### src/rtl/logic_func_identifier.sv
// Sequential characteriser: sweeps {a,b} through 00..11, samples out_obs and reports the truth table as func_id.
// Optional FUNC_ID_CHECK_EN: second pass re-samples every vector and flags disagreement on mismatch.
module logic_func_identifier #(
    parameter int unsigned SETTLE = 2
) (
    input  logic       clk,
    input  logic       rst_n,
    input  logic       start,
    input  logic       out_obs,
    output logic       a,
    output logic       b,
    output logic       busy,
    output logic       valid,
    output logic [3:0] func_id,
    output logic       mismatch
);

    // state | meaning
    // IDLE  | waiting for start, stimulus parked at 00
    // DRIVE | holding vector index for SETTLE cycles, then sampling out_obs
    // DONE  | one-cycle result strobe, func_id freshly loaded
    typedef enum logic [1:0] {
        IDLE  = 2'd0,
        DRIVE = 2'd1,
        DONE  = 2'd2
    } state_t;

`ifdef FUNC_ID_CHECK_EN
    localparam int IDX_W = 3;
`else
    localparam int IDX_W = 2;
`endif

    localparam logic [3:0] SETTLE_LAST = 4'(SETTLE - 1);

    state_t           state, state_d;
    logic [IDX_W-1:0] idx;
    logic [3:0]       cnt;
    logic [3:0]       shadow;
    logic [3:0]       shadow_nxt;
    logic             tc;
    logic             last;

    assign tc   = (cnt == SETTLE_LAST);
    assign last = tc && (idx == '1);

`ifdef FUNC_ID_CHECK_EN
    logic mis_acc;
    logic mis_q;
    logic sample_bad;

    // Only the first pass writes the shadow; the second pass compares against it.
    assign sample_bad = idx[2] && (out_obs != shadow[idx[1:0]]);

    always_comb begin
        shadow_nxt = shadow;
        if (!idx[2]) begin
            shadow_nxt[idx[1:0]] = out_obs;
        end
    end
`else
    always_comb begin
        shadow_nxt = shadow;
        shadow_nxt[idx[1:0]] = out_obs;
    end
`endif

    always_ff @(posedge clk or negedge rst_n) begin
        if (!rst_n) begin
            state <= IDLE;
        end else begin
            state <= state_d;
        end
    end

    always_comb begin
        state_d = state;
        a       = 1'b0;
        b       = 1'b0;
        busy    = 1'b0;
        valid   = 1'b0;
        case (state)
            IDLE: begin
                if (start) begin
                    state_d = DRIVE;
                end
            end
            DRIVE: begin
                busy   = 1'b1;
                {a, b} = idx[1:0];
                if (last) begin
                    state_d = DONE;
                end
            end
            DONE: begin
                valid   = 1'b1;
                state_d = IDLE;
            end
            default: state_d = IDLE;
        endcase
    end

`ifdef FUNC_ID_CHECK_EN
    assign mismatch = valid & mis_q;
`else
    assign mismatch = 1'b0;
`endif

    // func_id is only loaded on the final sample, so a partial shadow never escapes.
    always_ff @(posedge clk or negedge rst_n) begin
        if (!rst_n) begin
            idx     <= '0;
            cnt     <= 4'd0;
            shadow  <= 4'd0;
            func_id <= 4'd0;
`ifdef FUNC_ID_CHECK_EN
            mis_acc <= 1'b0;
            mis_q   <= 1'b0;
`endif
        end else begin
            case (state)
                IDLE: begin
                    if (start) begin
                        idx    <= '0;
                        cnt    <= 4'd0;
                        shadow <= 4'd0;
`ifdef FUNC_ID_CHECK_EN
                        mis_acc <= 1'b0;
`endif
                    end
                end
                DRIVE: begin
                    if (tc) begin
                        cnt    <= 4'd0;
                        idx    <= idx + IDX_W'(1);
                        shadow <= shadow_nxt;
`ifdef FUNC_ID_CHECK_EN
                        mis_acc <= mis_acc | sample_bad;
`endif
                        if (last) begin
                            func_id <= shadow_nxt;
`ifdef FUNC_ID_CHECK_EN
                            mis_q <= mis_acc | sample_bad;
`endif
                        end
                    end else begin
                        cnt <= cnt + 4'd1;
                    end
                end
                default: ;
            endcase
        end
    end

endmodule

### config.mk
export PLATFORM = sky130hd
export DESIGN_NAME = logic_func_identifier
export DESIGN_NICKNAME = d
export VERILOG_FILES = /design/src/rtl/logic_func_identifier.sv
export SDC_FILE = /design/constraint.sdc
export NUM_CORES = 1
export LEC_CHECK = 0
export ABC_AREA = 1
export ABC_CLOCK_PERIOD_IN_PS = 1190
export BUFFER_PORTS_ARGS = -buffer_cell sky130_fd_sc_hd__buf_2
export CAP_MARGIN = 10
export CORE_MARGIN = 2
export CORE_UTILIZATION = 50
export DETAILED_ROUTE_END_ITERATION = 12
export PLACE_DENSITY = 0.74
export SLEW_MARGIN = 0
export SYNTH_ARGS = -nofsm -noshare
export SYNTH_HDL_FRONTEND = slang
export SYNTH_SLANG_ARGS = --single-unit
### constraint.sdc
create_clock -name clk -period 1.19 [get_ports clk]
set_input_delay 0.119 -clock clk [delete_from_list [all_inputs] [get_ports clk]]
set_output_delay 0.119 -clock clk [all_outputs]
set_load 0.03 [all_outputs]
Yosys cells after proc, flatten, opt, wreduce, memory -nomap -nowiden
Cells that the tools add are included. W data, S select, Z words.

$add $sub $neg: 2. Magnitude comparators: 2. Equal/unequal tests: 7. Multiplexer cells: 18. Reduce and logical (&&, ||, !) cells: 8.

Operator list (count): $pmux W4 S2 (2); $mux W4 (3); $mux W2 (4); $pmux W2 S2 (2); $ne A2 B2 Y1 const B (3); $reduce_and A3 Y1 (2); $mux W1 (5); $add A4 B1 Y4 const B (1); $bwmux W4 (1); $eq A2 B2 Y1 const B (2); $eq A4 B1 Y1 const B (1); $reduce_and A2 Y1 (2); $lt A2 B3 Y1 const B (1); $add A2 B1 Y2 const B (1); $demux W1 S2 (1); $eq A2 B1 Y1 const B (1); $ge A2 B1 Y1 const B (1); $logic_and A1 B1 Y1 (2); $logic_not A2 Y1 (1); $reduce_bool A2 Y1 (1).

Bits in registers: 16. Input bits: 4. Output and inout port bits: 9. Logic and storage cells: 42.

Depth between registers and ports, before layout
Gate-level depths: netlist of run 1.

Word-level depth: 7. Depth in mapped cells: 8. Mapped depth without buffers: 8.

Least setup slack after synthesis of run 1
Ideal clock, no wire load.

Path type: reg2out. From: reg state[1]. To: out a. Arrival time: 1.185 ns. Data required time: 1.071 ns. Setup slack: -0.114 ns. Stages on the path, launching flop included: 4. Path buffers: 0. Cell sequence: dfrtp_1 -> nor2_8 -> inv_4 -> nor2_1.

Cells in the longest elaborated chain, start to end: 2.

RTL lines: start: declaration (RTL line 36) `state_t state, state_d;`; start signal: assignment (RTL line 72) `state <= state_d;`; $eq A2 B1 Y1 (RTL line 82) `case (state)`; $mux W1 (RTL line 82); end: declaration (RTL line 10) `output logic a,`.

Every way passes these cells.

Worst setup path in the final report of run 1
From: reg state[1]. To: out b.

Cells in the longest elaborated chain, start to end: 2.

RTL lines: $eq A2 B1 Y1 (RTL line 82); $mux W1 (RTL line 82); end: declaration (RTL line 11) `output logic b,`.

Every way passes these cells.

==> metrics.yaml, run 1 <==
status: "finished with violations"
violations: "negative setup slack"
dr.first_iter.drc_count: 17
syn_inst: 122
path_cells: "nor2_8, inv_6, nor2_4, buf_6"
hold_class: "primary input to flop"
critPathMaxFanout: 4
seq_area_frac_synth_pct: 41.6
post-route-drc-count: 0
diodes: 0
mostFrequentLayoutCells: "nand2_1 (46), inv_1 (17), dfrtp_1 (14)"
cts_root_buf: "clkbuf_4"
synth_top_area_share_pct: 41.6
r2r_start: "state[1]$_DFFE_PN0P_"
hold_depth: 3
die-height_um: 47.9
slowest_stage: "dfrtp_2"
worst_ep_arrival_time_ps: 1160
die_x_um: 47.9
gp_congestion: 0.755
dr.pass1.iters: 4
crit_required_ps: 1070
clkSinkCount: 16
clock_latency_ps: 280
antenna_found_initial: 0
r2r-end: "func_id[3]$_DFFE_PN0P_"
yosysTopAreaCell: "dfrtp_1"
fin_skew_ps: 2.78
totalWireLength_mm: 1.81
dp_slack_ps: 14.5
ir_drop_v: 0.00127
rsz0062_at_grt: "yes"
drv_cap: 0
reg2reg_slack_ps: -20
synth_cell_types: 18
core-area_um2: 1760
hold_viol: 0
port_buffers: 11
critPathTopFamily: "flip-flops"
worstSetupStartpointType: "flop"
cts.clk_slew.worst_paths_ps: 90
cellPowerDensity_nw_per_um2: 2760
cts_buffer_depth: 2
cp_num_buf_inv: 2
layout_setup_ws_ps: -88.7
rows: 15
leakagePower_nw: 0.651
tritoncts: "built"
dieArea_um2: 2290
final_nets: 156
regArea_um2: 403
fin_crit_sh_pct: 107
final-setup-viol-count: 8
hold_end: "state[0]$_DFFE_PN0P_"
synth_area_leaders: "dfrtp_1 (42%), nand2_1 (18%), ha_1 (7.8%)"
crit_type: "flop to output pin"
num-fill-cells: 160
grt-ovfl-total: 0
fmaxAchievable_mhz: 782
period_needed_ps: 1280
htree_levels: 1
syn_area_um2: 963
cts_buffers: 3
initial_core_util_pct: 54.6
grt_pass1_vias: 699
grt_max_degree: 17
wl_per_cell_um: 10.7
vias: 797
vias_per_cell: 4.72
grt_pass1_wl_mm: 2.94
cp.depth: 4
grt_usage_pct: 18.3
slew_violations: 0
syn_nets: 132
area_growth_syn_to_layout_pct: 22.3
r2r_cells: 5
mostFrequentLayoutCell: "nand2_1"
synth.avg_cell_area_um2: 7.90
min-delay-start: "start"
slowest_delay_ps: 450
utilization_pct: 66.8
ys_warn_count: 0
multiInputGateArea_um2: 492
dp_hpwl_mm: 1.26
drive_gt1_share_pct: 26.4
num_io_pins: 13
crit_path_end_kind: "output pin"
drtAntennaViolNets: 0
ys_seq_elements: 16
==> power by group <==
group / total, mW / internal, mW / switching [mW] / leakage (nW)
Combinational: 2.04 / 0.794 / 1.24 / 0.440
Sequential: 0.941 / 0.776 / 0.165 / 0.198
Clock: 0.279 / 0.117 / 0.161 / 0.0138
Total: 3.26 / 1.69 / 1.57 / 0.651
==> layout make-up <==
class	instances	share of cell area, %
clock buffer	3	1.91
inverter	21	7.11
multi-input combinational	84	41.7
sequential	16	34.2
tap	25	2.65
timing repair buffer	20	12.4
==> cell usage after synthesis, drive strengths merged <==
library cell / count
xnor2: 1
nand3: 11
ha: 6
nor2: 12
buf: 1
conb: 1
nand4: 2
o21ai: 4
inv: 21
dfrtp: 16
nand2: 47
==> worst register-to-register path, delay by kind of cell, from the launching register on <==
kind	cells	cell delay [ps]
DFF	1	450
buffers and inverters	1	160
and+or+nand+nor	4	490
==> cells by family after synthesis <==
group | count (synthesis) | synth area share (%)
AO/OA/AOI/OAI | 4 | 2.08
XOR/XNOR | 1 | 0.909
adder cells (fa/ha/maj) | 6 | 7.79
buffers and inverters | 22 | 9.22
flip-flops | 16 | 41.6
other | 1 | 0.389
AND/OR/NAND/NOR | 72 | 38.1
==> layer usage <==
metal | routed length (um) | part of all wire (%) | up-vias | GRT usage [%]
met1 | 836 | 46 | 361 | 25.4
met4 | 12 | 0.66 | 0 | 8.11
met5 | 0 | 0 | - | 0
li1 | - | - | 415 | -
met3 | 79 | 4.4 | 2 | 3.40
met2 | 877 | 49 | 19 | 27.7
==> timing repair <==
| item | in CTS | in global routing |
|---|---|---|
| gates resized for setup | 5 | 16 |
| hold buffers | 1 | 0 |
| endpoints found under the hold margin | 16 | 0 |
| setup buffers | 4 | 2 |
| pin swaps | 1 | 1 |
| setup endpoints to repair | 8 | 16 |
==> worst max-delay path by stage <==
stage,startpoint,to
6_report,state[1]$_DFFE_PN0P_,b
3_5_place_dp,cnt[1]$_DFFE_PN0P_,func_id[3]$_DFFE_PN0P_
2_1_floorplan,state[1]$_DFFE_PN0P_,a
4_1_cts,state[0]$_DFFE_PN0P_,a
3_3_place_gp,cnt[1]$_DFFE_PN0P_,func_id[3]$_DFFE_PN0P_
5_1_grt,state[1]$_DFFE_PN0P_,b
==> registers in the layout (all words and copies together), names as in the netlist <==
register,count
cnt,4
idx,2
state,2
shadow,4
func_id,4
==> through the flow <==
step	setup TNS [ps]	hold slack (ps)	instance area [um2]	instances	power, mW
floorplan	-228	-177	963	122	2.23
global placement	0	52.5	1060	159	2.59
detailed placement	0	51.3	1060	159	2.65
CTS	-404	192	1130	167	3.09
global route	-1330	191	1180	169	3.58
finish	-321	196	1180	169	3.26
Power figures use the tool's default switching activity.
==> inputs of run 2 (changes only) <==
--- a/config.mk
+++ b/config.mk
@@ -6,13 +6,13 @@
 export NUM_CORES = 1
 export LEC_CHECK = 0
 export ABC_AREA = 1
-export ABC_CLOCK_PERIOD_IN_PS = 1190
+export ABC_CLOCK_PERIOD_IN_PS = 1400
 export BUFFER_PORTS_ARGS = -buffer_cell sky130_fd_sc_hd__buf_2
 export CAP_MARGIN = 10
 export CORE_MARGIN = 2
-export CORE_UTILIZATION = 50
+export CORE_UTILIZATION = 55
 export DETAILED_ROUTE_END_ITERATION = 12
-export PLACE_DENSITY = 0.74
+export PLACE_DENSITY = 0.77
 export SLEW_MARGIN = 0
 export SYNTH_ARGS = -nofsm -noshare
 export SYNTH_HDL_FRONTEND = slang
==> constraint.sdc (replaced) <==
create_clock -name clk -period 1.4 [get_ports clk]
set_input_delay 0.14 -clock clk [delete_from_list [all_inputs] [get_ports clk]]
set_output_delay 0.14 -clock clk [all_outputs]
set_load 0.03 [all_outputs]
==> run 2 against run 1 <==
The flow now finishes without violations. Combinational power is 26% lower. Global-route usage is 0.64 points higher. Register-to-register slack better by 190 ps. Setup slack better by 150 ps. Critical endpoint unchanged.
==> metrics.yaml, run 2 (synthesis gave the netlist of run 1 again) <==
status: "completed"
grt_pass1_vias: 706  # +1.0%
clock_latency_ps: 280  # about the same
drtAntennaViolNets: 0  # unchanged
worst_ep_arrival_time_ps: 1200  # +40 ps
hold_end: "state[0]$_DFFE_PN0P_"
dieArea_um2: 2100  # -8.3%
drv_cap: 0  # unchanged
hold_depth: 3  # unchanged
r2r-end: "func_id[1]$_DFFE_PN0P_"
die-height_um: 45.9  # -4.3%
fin_skew_ps: 0.878  # -1.90 ps
cts_root_buf: "clkbuf_4"
slowest_stage: "dfrtp_1"
rows: 15  # unchanged
wl_per_cell_um: 10.8  # +1.3%
crit_type: "flop to output pin"
tritoncts: "built"
hold_viol: 0  # unchanged
dr.pass1.iters: 4  # unchanged
dp.cells: 149  # -6.3%
path_cells: "inv_2, nor2_8, inv_6, nor2_2, buf_6"
leakagePower_nw: 0.622  # -4.5%
antenna_found_initial: 0  # unchanged
htree_levels: 1  # unchanged
mostFrequentLayoutCell: "nand2_1"
dr.first_iter.drc_count: 18  # +1
clkSinkCount: 16  # unchanged
mostFrequentLayoutCells: "nand2_1 (46), inv_1 (19), dfrtp_1 (16)"
grt-ovfl-total: 0  # unchanged
vias: 764  # -4.1%
dp_hpwl_mm: 1.22  # -2.9%
hold_class: "primary input to flop"
fin_setup_tns_ps: 0  # +321 ps
largestRegisters: "cnt: 4 flops, func_id: 4 flops, shadow: 4 flops"
area_growth_syn_to_layout_pct: 14.7
grt_pass1_wl_mm: 2.85  # -3.1%
cts.clk_slew.worst_paths_ps: 80  # about the same
diodes: 0  # unchanged
vias_per_cell: 4.93  # +4.5%
slew_violations: 0  # unchanged
post-route-drc-count: 0  # unchanged
cts_buffer_depth: 2  # unchanged
worstSetupStartpointType: "flop"
slowest_delay_ps: 380  # -70 ps
final_cells: 155  # -8.3%
final-setup-viol-count: 0  # -8
cp_num_buf_inv: 3  # +1
grt_usage_pct: 19.0  # +0.64 points
core-area_um2: 1690  # -4.3%
final_nets: 150  # -3.8%
r2r_start: "cnt[1]$_DFFE_PN0P_"
num_io_pins: 13  # unchanged
grt_max_degree: 17  # unchanged
power_mw: 2.56  # -21%
cellPowerDensity_nw_per_um2: 2320  # -16%
crit_required_ps: 1260  # +190 ps
initial_core_util_pct: 57.0  # +2.4 points
drive_gt1_share_pct: 19.6  # -6.8 points
totalWireLength_mm: 1.68  # -7.1%
die_x_um: 45.9  # -4.3%
ir_drop_v: 0.00124  # -2.0%
crit_path_end_kind: "output pin"
cts_buffers: 3  # unchanged
fmaxAchievable_mhz: 745
critPathTopFamily: "flip-flops"
cp.depth: 5  # +1
min-delay-start: "start"
rsz0062_at_grt: "no"
reg2reg_slack_ps: 170  # +190 ps
fin_crit_sh_pct: 95.9
critPathMaxFanout: 9  # +5
gp_congestion: 0.817  # +8.2%
port_buffers: 11  # unchanged
period_needed_ps: 1340
r2r_cells: 6  # +1
-- run 2: cell count changes in the layout (fill, tap and decap cells not counted), sizes merged --
cell  delta
buf      -6
-- run 2: stage by stage --
stage | hold slack, ps | worst slack [ps] | utilization (%) | cell area [um2]
final | 216 | 56.9 | 65.4 | 1100
after global placement | 67.6 | 225 | 61.1 | 1030
after detailed placement | 69.5 | 177 | 61.1 | 1030
after CTS | 214 | 29.7 | 64.2 | 1080
after global routing | 220 | 4.35 | 65.4 | 1100
after floorplan | -156 | 74.9 | - | 963
-- run 2: area by class of cell --
type,count,area (um2)
Clock buffer,3,22.5
Fill cell,155,584
Inverter,21,83.8
Multi-Input combinational cell,84,484
Sequential cell,16,400
Tap cell,17,21.3
Timing Repair Buffer,14,92.6
-- run 2: timing repair --
item                                    in CTS  in global routing
hold buffers                                 1                  0
cloned                                       0                  0
pin swaps                                    1                  0
resized for setup                            2                  6
endpoints found under the setup margin       2                  2
endpoints found under the hold margin       16                  0
setup buffers                                2                  0
-- run 2: layer usage --
metal	wire [um]	GRT usage (%)	up-vias
met5	0	0	-
met4	13	8.57	0
met3	64	3.57	2
met2	812	31.7	14
met1	787	23.4	348
li1	-	-	400
-- run 2: tightest hold or removal path: cells and delay by family --
family,cells,cell delay [ps]
buffers and inverters,1,120
and+or+nand+nor,2,210
-- run 2: worst max-delay path by stage --
| stage | start | to | slack [ps] |
|---|---|---|---|
| 2_1_floorplan | state[1]$_DFFE_PN0P_ | a | 70 |
| 3_3_place_gp | cnt[1]$_DFFE_PN0P_ | func_id[2]$_DFFE_PN0P_ | 220 |
| 3_5_place_dp | cnt[1]$_DFFE_PN0P_ | func_id[1]$_DFFE_PN0P_ | 180 |
| 4_1_cts | state[0]$_DFFE_PN0P_ | b | 30 |
| 5_1_grt | state[0]$_DFFE_PN0P_ | b | 4 |
| 6_report | state[0]$_DFFE_PN0P_ | b | 60 |
-- run 2: power by group --
part | internal [mW] | total (mW) | switching (mW)
combinational | 0.538 | 1.51 | 0.974
clock | 0.0998 | 0.232 | 0.132
sequential | 0.657 | 0.822 | 0.165
